==> src/rtl/mux_scan_n.sv <==
// mux_scan_n -- registered channel selector with manual and scanning modes.
//
// Selects one WIDTH-bit channel out of CHANNELS flattened inputs and presents
// it on a registered output stream. In manual mode the channel comes from
// `select`; in scan mode an internal pointer walks the enabled channels of
// `ch_mask` in increasing index order, taking DWELL captures on each one
// before moving on.
//
// Ports
//   clk        : clock, all state updates on the rising edge
//   rst        : asynchronous active-high reset
//   en         : block enable (0 parks the block in IDLE)
//   mode       : 0 = manual, 1 = scan
//   select     : manual channel index (>= CHANNELS is treated as no channel)
//   ch_mask    : per-channel enable for scan mode, bit k enables channel k
//   datain     : flattened input data, channel k at [k*WIDTH +: WIDTH]
//   out_ready  : downstream accepts the current output
//   out        : registered selected data
//   out_ch     : index of the channel held in out
//   out_valid  : out / out_ch / scan_wrap are valid
//   scan_wrap  : set alongside the first capture of a new scan lap
//   dbg_state_o: current FSM state (IDLE=0, MANUAL=1, SCAN=2)
//
// Handshake: out/out_ch/scan_wrap form one transfer qualified by out_valid.
// A transfer completes on a rising edge with out_valid=1 and out_ready=1.
// Once out_valid=1 and out_ready=0 the whole transfer, the FSM state, the
// scan pointer and the dwell counter are frozen until out_ready rises. A
// "load opportunity" is any edge with out_valid=0 or out_ready=1; only then
// may anything visible change.

module mux_scan_n #(
  parameter int WIDTH    = 4,
  parameter int CHANNELS = 8,
  parameter int SEL_W    = 3,
  parameter int DWELL    = 4
) (
  input  logic                      clk,
  input  logic                      rst,
  input  logic                      en,
  input  logic                      mode,
  input  logic [SEL_W-1:0]          select,
  input  logic [CHANNELS-1:0]       ch_mask,
  input  logic [CHANNELS*WIDTH-1:0] datain,
  input  logic                      out_ready,
  output logic [WIDTH-1:0]          out,
  output logic [SEL_W-1:0]          out_ch,
  output logic                      out_valid,
  output logic                      scan_wrap,
  output logic [1:0]                dbg_state_o
);

  // Channel slots padded to the full index space so that any SEL_W-bit
  // index is a legal array/bit select; unused slots read as disabled/zero.
  localparam int NSLOT = 1 << SEL_W;
  localparam int CNT_W = 8;

  typedef enum logic [1:0] {
    S_IDLE   = 2'd0,
    S_MANUAL = 2'd1,
    S_SCAN   = 2'd2
  } state_t;

  state_t           state_q, state_d;
  logic [WIDTH-1:0] out_q, out_d;
  logic [SEL_W-1:0] ch_q, ch_d;
  logic             valid_q, valid_d;
  logic             wrap_q, wrap_d;
  logic [SEL_W-1:0] ptr_q, ptr_d;
  logic [CNT_W-1:0] dwell_q, dwell_d;
  // The lap wrap is decided when the pointer advances, but it must be
  // reported with the first capture of the new channel one load later.
  logic             pend_q, pend_d;
  // Low for the first edge after reset so the first capture lands no
  // earlier than the second rising edge.
  logic             started_q;

  logic [NSLOT-1:0] mask_ext;
  logic [WIDTH-1:0] data_arr [NSLOT];

  for (genvar k = 0; k < NSLOT; k++) begin : g_slot
    if (k < CHANNELS) begin : g_used
      assign mask_ext[k] = ch_mask[k];
      assign data_arr[k] = datain[k*WIDTH +: WIDTH];
    end else begin : g_unused
      assign mask_ext[k] = 1'b0;
      assign data_arr[k] = '0;
    end
  end

  // Next enabled channel strictly after `base`, circularly. When `base` is
  // the only enabled channel the search comes back to `base` itself.
  function automatic logic [SEL_W-1:0] next_enabled(input logic [SEL_W-1:0] base,
                                                     input logic [NSLOT-1:0] m);
    logic [SEL_W-1:0] res;
    logic [SEL_W-1:0] cand;
    logic             found;
    res   = base;
    found = 1'b0;
    for (int off = 1; off <= CHANNELS; off++) begin
      cand = SEL_W'((int'(base) + off) % CHANNELS);
      if (!found && m[cand]) begin
        res   = cand;
        found = 1'b1;
      end
    end
    return res;
  endfunction

  function automatic logic [SEL_W-1:0] lowest_enabled(input logic [NSLOT-1:0] m);
    logic [SEL_W-1:0] res;
    res = '0;
    for (int k = CHANNELS - 1; k >= 0; k--) begin
      if (m[SEL_W'(k)]) res = SEL_W'(k);
    end
    return res;
  endfunction

  logic             load;
  state_t           target;
  logic             entering;
  logic [SEL_W-1:0] base, cap, nxt;
  logic [CNT_W-1:0] cnt, cnt1;
  logic             wrap_now;

  always_comb begin
    state_d  = state_q;
    out_d    = out_q;
    ch_d     = ch_q;
    valid_d  = valid_q;
    wrap_d   = wrap_q;
    ptr_d    = ptr_q;
    dwell_d  = dwell_q;
    pend_d   = pend_q;
    entering = 1'b0;
    base     = '0;
    cap      = '0;
    nxt      = '0;
    cnt      = '0;
    cnt1     = '0;
    wrap_now = 1'b0;

    load = started_q && (!valid_q || out_ready);

    // en outranks mode; mask and dwell handling only matter inside SCAN.
    if (!en)        target = S_IDLE;
    else if (!mode) target = S_MANUAL;
    else            target = S_SCAN;

    if (load) begin
      state_d = target;
      case (target)
        S_IDLE: begin
          valid_d = 1'b0;
          wrap_d  = 1'b0;
        end

        S_MANUAL: begin
          wrap_d = 1'b0;
          if (int'(select) < CHANNELS) begin
            out_d   = data_arr[select];
            ch_d    = select;
            valid_d = 1'b1;
          end else begin
            valid_d = 1'b0;
          end
        end

        default: begin // S_SCAN
          entering = (state_q != S_SCAN);
          if (ch_mask == '0) begin
            // Nothing to scan: drop valid, keep the pointer where it is.
            valid_d = 1'b0;
            wrap_d  = 1'b0;
            if (entering) begin
              dwell_d = '0;
              pend_d  = 1'b0;
            end
          end else begin
            base = entering ? lowest_enabled(mask_ext) : ptr_q;
            if (mask_ext[base]) begin
              cap      = base;
              cnt      = entering ? '0 : dwell_q;
              wrap_now = entering ? 1'b0 : pend_q;
            end else begin
              // Current channel was masked off: jump now, fresh dwell.
              cap      = next_enabled(base, mask_ext);
              cnt      = '0;
              wrap_now = (cap <= base);
            end
            cnt1    = cnt + CNT_W'(1);
            out_d   = data_arr[cap];
            ch_d    = cap;
            valid_d = 1'b1;
            wrap_d  = wrap_now;
            if (cnt1 == CNT_W'(DWELL)) begin
              nxt     = next_enabled(cap, mask_ext);
              ptr_d   = nxt;
              dwell_d = '0;
              pend_d  = (nxt <= cap);
            end else begin
              ptr_d   = cap;
              dwell_d = cnt1;
              pend_d  = 1'b0;
            end
          end
        end
      endcase
    end
  end

  always_ff @(posedge clk or posedge rst) begin
    if (rst) begin
      state_q <= S_IDLE;
    end else begin
      state_q <= state_d;
    end
  end

  always_ff @(posedge clk or posedge rst) begin
    if (rst) begin
      out_q     <= '0;
      ch_q      <= '0;
      valid_q   <= 1'b0;
      wrap_q    <= 1'b0;
      ptr_q     <= '0;
      dwell_q   <= '0;
      pend_q    <= 1'b0;
      started_q <= 1'b0;
    end else begin
      out_q     <= out_d;
      ch_q      <= ch_d;
      valid_q   <= valid_d;
      wrap_q    <= wrap_d;
      ptr_q     <= ptr_d;
      dwell_q   <= dwell_d;
      pend_q    <= pend_d;
      started_q <= 1'b1;
    end
  end

  assign out         = out_q;
  assign out_ch      = ch_q;
  assign out_valid   = valid_q;
  assign scan_wrap   = wrap_q;
  assign dbg_state_o = state_q;

endmodule

==> config.mk <==
export PLATFORM = sky130hd
export DESIGN_NAME = mux_scan_n
export DESIGN_NICKNAME = d
export VERILOG_FILES = /design/src/rtl/mux_scan_n.sv
export SDC_FILE = /design/constraint.sdc
export NUM_CORES = 1
export LEC_CHECK = 0
export CAP_MARGIN = 10
export CORE_ASPECT_RATIO = 1.25
export CORE_MARGIN = 2
export CORE_UTILIZATION = 45
export DETAILED_ROUTE_END_ITERATION = 8
export HOLD_SLACK_MARGIN = 0.12
export PLACE_DENSITY = 0.69
export SLEW_MARGIN = 20
export SYNTH_ARGS = -nofsm -noshare
export SYNTH_HDL_FRONTEND = slang
export SYNTH_SLANG_ARGS = --single-unit
==> constraint.sdc <==
create_clock -name clk -period 8.1 [get_ports clk]
set_input_delay 1.62 -clock clk [delete_from_list [all_inputs] [get_ports clk]]
set_output_delay 1.62 -clock clk [all_outputs]
set_load 0.01 [all_outputs]
# Word level (Yosys, flattened, before mapping)
# Index checks and enable logic that the tools add are counted.
[word_totals]
ff_bits = 24
latchBits = 0
ram_bits = 0
rom_bits = 0
out_inout_bits = 11
mem_count = 0
[classes]
add_sub_neg = 17
n_mul = 0
n_div = 0
n_lt_le_gt_ge = 21
n_eq_ne = 4
shifts = 0
n_mux = 168
bitwise_logic = 5
reduce_logical = 37
[ops]
columns = ["cell", "n"]
rows = [
  ["$mux 3", 38],
  ["$mux 1", 94],
  ["$lt 3x4->1 const B", 17],
  ["$mux 8", 7],
  ["$bmux 1 s3", 17],
  ["$add 3x3->3 const B", 8],
  ["$bmux 4 s3", 2],
  ["$mux 4", 5],
  ["$logic_and 1x1->1", 15],
  ["$logic_not 1->1", 15],
  ["$add 3x1->3 const B", 4],
  ["$add 3x2->3 const B", 4],
  ["$add 8x1->8 const B", 1],
  ["$eq 8x3->1 const B", 1],
  ["$ge 4x4->1 const B", 2],
  ["$logic_not 8->1", 1],
  ["$not 3->4", 2],
  ["$pmux 4 s2", 1],
  ["$le 3x3->1", 2],
  ["$pmux 3 s2", 1],
  ["$reduce_and 3->1", 2],
  ["$mux 2", 2],
  ["$not 1->1", 3],
  ["$eq 2x1->1 const B", 1],
  ["7 further kinds", 7],
]

# Logic depth before layout (Yosys ltp)
[depth]
depth_word = 129
ltp_mapped = 29

# Worst setup path after synthesis
# No wires, ideal clock.
[synth_path]
kind = "input to register"
from = "in ch_mask[2]"
to = "reg pend_q"
arrival_ns = 7.403
required_time_ns = 8.034
setup_slack_ns = 0.632
cell_stages = 25
path_buffers = 2
cell_sequence = "nor2b_1 nor2_1 a21boi_4 inv_2 ha_1 a2111oi_0 o32ai_1 nand2b_1 or3_1 a311oi_4 nor2_2 clkbuf_1 clkbuf_1 ha_1 inv_1 a211oi_1 a211oi_2 mux2_2 or2_1 or4_1 nand2_1 ha_1 nor2b_1 o22ai_1 a22o_1"
[synth_between]
elab_chain_cells = 128
word_cells_on_any_way = 193
classes_between = "add/sub: 17; order compare: 1; eq/ne: 1; mux: 145; reduce/logical: 29"
[synth_rtl]
columns = ["element", "line_no", "text"]
rows = [
  ["start: declaration", "42", "input logic [CHANNELS-1:0] ch_mask,"],
  ["$mux 3 (3 in series)", "113", "if (m[SEL_W'(k)]) res = SEL_W'(k);"],
  ["$mux 3", "170", "if (ch_mask == '0) begin"],
  ["$mux 3", "151", "case (target)"],
  ["$mux 3", "149", "if (load) begin"],
  ["$mux 3", "179", "base = entering ? lowest_enabled(mask_ext) : ptr_q;"],
  ["$add 3x1->3", "100", "cand = SEL_W'((int'(base) + off) % CHANNELS);"],
  ["$bmux 1 s3", "101", "if (!found && m[cand]) begin"],
  ["$mux 1 (not written as such)", "101", ""],
  ["[110 not listed]", "-", ""],
  ["$mux 3", "101", ""],
  ["$mux 3", "195", "if (cnt1 == CNT_W'(DWELL)) begin"],
  ["$mux 3", "170", ""],
  ["$mux 3", "151", ""],
  ["$mux 3", "149", ""],
  ["$le 3x3->1", "199", "pend_d = (nxt <= cap);"],
  ["$mux 1", "195", ""],
  ["$mux 1 (*)", "170", ""],
  ["end signal: assignment", "236", "pend_q <= pend_d;"],
  ["end: declaration", "72", "logic pend_q, pend_d;"],
]
# Mark *: on every way between the ends. The rest lies on a longest branch, timed or not. The select of a mux whose other input is x is not followed.
# A chain may end at the register's enable or synchronous reset.

# Worst setup path in the final report
# Ends and elaborated chain as after synthesis.

==> reports/metrics.cfg <==
[synthesis]
async_reset_ff_share_pct = 100
synthFlopType = dfrtp_1
yosysTopAreaCellShare_pct = 16.0
syn_avg_cell_area_sq_um = 7.53
ys_warn_count = 0
synth.largest_area_cell = dfrtp_1
synthCells = 498
synth_area_sq_mm = 0.00375
yosysSeqAreaShare_pct = 16.0
synth_area_leaders = dfrtp_1 16%, mux4_2 8.4%, nand2_1 7.1%
synth_fp_nets = 554
synth-seq-cells = 24
synth_cell_types = 74
synth_edf_count = 0

[layout]
utilization_pct = 55.5
final_cell_mix = 71 x nand2_1, 58 x clkdlybuf4s50_1, 50 x nand3_1
fillCellCount = 790
syn2layout_area_growth_pct = 20.7
antennaDiodeCount = 0
drive_gt1_share_pct = 11.3
final_nets = 606
final_common_cell = nand2_1

[clock_network]
root_buffer = clkbuf_8
numCtsBuffers = 3
hold_buffers = 0
path_clk_slew_ns = 0.08
clock_path_buffers = 2
clk_latency_ns = 0.26
cts_tree = built
h-tree-depth = 1
clock_sinks = 24

[drt]
wl_per_cell_um = 18.4
top_layer_used = met4
drt_first_pass_iters = 7
via_per_inst = 6.66
drtIter0Drc = 268
wl_met2_um = 5920
drc_errors = 0
met3_length_um = 717
vias = 4294
wl_met1_um = 4620
antenna_left = 0
wl_um = 11900

[grt]
grt_usage_pct = 25.9
grt_overflow = 0
grt_max_degree = 25
antenna_found_initial = 0
grt_pass1_vias = 4133
grt_pass1_wl_um = 19500

[worst_hold_path]
hold_start = out_ch[2]$_DFFE_PP0P_
holdPathEnd = out_ch[2]$_DFFE_PP0P_
hp-class = register to register
hold_depth = 2

[sta]
setup_ws_ns = 0.304
tns_ns = 0
drv_slew = 0
fin_crit_ns = 7.80
skew_ns = 0.00408
setup_violations = 0
hold_viol = 0
timing.slew.headroom_pct = 39.5
fmax_ghz = 0.128
finalCritPeriodShare_pct = 96.3
rsz0062_at_grt = no
hold_slack_ns = 0.505
tightestPinTransition_ns = 0.907

[placement]
gp_congestion = 0.975
portBuffers = 58
hpwl_um = 9310
dpl_worst_slack_ns = 0.152

[floorplanning]
die_x_um = 85.6
dieHeight_um = 106
rows = 37
core_area_sq_mm = 0.00815
dieArea_sq_mm = 0.00908
start_util_pct = 46.0
ioPinCount = 59

[power_and_ir_drop]
switching_share_pct = 51.2
power.internal_mw = 0.634
p_comb_share_pct = 81.4
ir_worst_vdd_mv = 0.155
p_seq_share_pct = 13.2
power_mw = 1.30
power.switching_mw = 0.666
clock_power_share_pct = 5.4
leakage_nw = 1.82
powerDensity_mw_per_mm2 = 287

[critical_path]
criticalPathCategory = input port to register
reg2reg_depth = 22
end_kind = register
crit_required_ns = 8.30
start_kind = input port
critPathMaxFanout = 23
regToRegSetupSlack_ns = 1.27
worstReg2RegEnd = pend_q$_DFFE_PP0P_
critical_path_arrival_ns = 8.00
timing.rr.start = dbg_state_o[0]$_DFFE_PP0P_

[status]
status = complete, no violations

[job]
maxCapViolCount = 0

## power by group through the flow
stage          logic [mW]  registers (mW)  clock network, mW
6_report             1.06           0.171             0.0700
5_1_grt              1.15           0.176             0.0773
4_1_cts              1.03           0.171             0.0714
3_5_place_dp         1.03           0.173                  0
3_3_place_gp         1.01           0.173                  0
2_1_floorplan       0.738           0.172                  0
## final cells by class
type                       instances  area (sq um)  share of cell area [%]
clock buffer                       3          41.3                   0.913
multi-input combinational        430          2990                    66.0
timing repair buffer              77           723                    16.0
tap                               97           121                    2.68
inverter                          14          52.6                    1.16
sequential                        24           601                    13.3
## what timing repair did
item / in CTS / in global routing
buffers inserted: 0 / 1
resized for setup: 0 / 5
setup endpoints to repair: 0 / 1
## per-layer routing
| layer | vias up | GRT usage [%] |
|---|---|---|
| met3 | 48 | 3.57 |
| met5 | - | 0 |
| met4 | 0 | 13.4 |
| met2 | 219 | 44.6 |
| met1 | 1992 | 31.1 |
| li1 | 2035 | - |
## synth_stat cells (all sizes together) (12+ instances only)
| cell type | instances |
|---|---|
| nor2 | 23 |
| nand2 | 71 |
| nand3 | 50 |
| and3 | 12 |
| clkbuf | 25 |
| o21ai | 35 |
| mux4 | 14 |
| a21oi | 18 |
| dfrtp | 24 |
| mux2i | 16 |
| inv | 13 |
| mux2 | 13 |
## metrics by stage
stage               instances  area (sq um)
finish                    645          4520
global route              645          4520
CTS                       644          4510
detailed placement        641          4460
global placement          641          4460
floorplan                 498          3750
## sequential cells by signal, summed over array words and instances (netlist names)
register     cells
out_valid        1
ptr_q            3
pend_q           1
out_ch           3
out              4
scan_wrap        1
dbg_state_o      2
dwell_q          8
started_q        1
## cell families (layout without fill, tap and decap cells)
kind of cell | count (synthesis) | after routing | synth area share (%)
flip-flops | 24 | 24 | 16.0
other | 1 | 1 | 0.100
multiplexers | 43 | 43 | 16.7
adder cells (fa/ha/maj) | 8 | 8 | 2.67
buffers and inverters | 44 | 94 | 4.67
AND/OR/NAND/NOR | 221 | 221 | 29.4
XOR/XNOR | 7 | 7 | 1.64
AO/OA/AOI/OAI | 150 | 150 | 28.8
## worst max path at each step
stage,endpoint,cells after the start,startpoint
4_1_cts,pend_q$_DFFE_PP0P_,24,ch_mask[2]
5_1_grt,pend_q$_DFFE_PP0P_,24,ch_mask[2]
2_1_floorplan,pend_q$_DFFE_PP0P_,25,ch_mask[2]
3_5_place_dp,pend_q$_DFFE_PP0P_,24,ch_mask[2]
3_3_place_gp,pend_q$_DFFE_PP0P_,28,ch_mask[2]
6_report,pend_q$_DFFE_PP0P_,24,ch_mask[2]
## worst max-delay path, stage by stage
cell,delay [ns]
clkdlybuf4s50_1,0.48
nor2b_1,0.18
nor2_1,0.13
a21boi_4,0.26
inv_2,0.13
ha_1,0.39
or2_2,0.32
o221ai_1,0.24
o32ai_1,0.20
nand2b_1,0.22
or3_1,0.48
a311oi_4,0.37
nor2_2,0.07
buf_4,0.22
ha_1,0.39
mux4_2,0.40
mux2_2,0.32
or2_1,0.24
or4_1,0.52
nand2_1,0.08
ha_1,0.23
nor2b_1,0.13
o22ai_1,0.18
a22o_1,0.16
No activity file was read; power rests on OpenSTA's default activity.
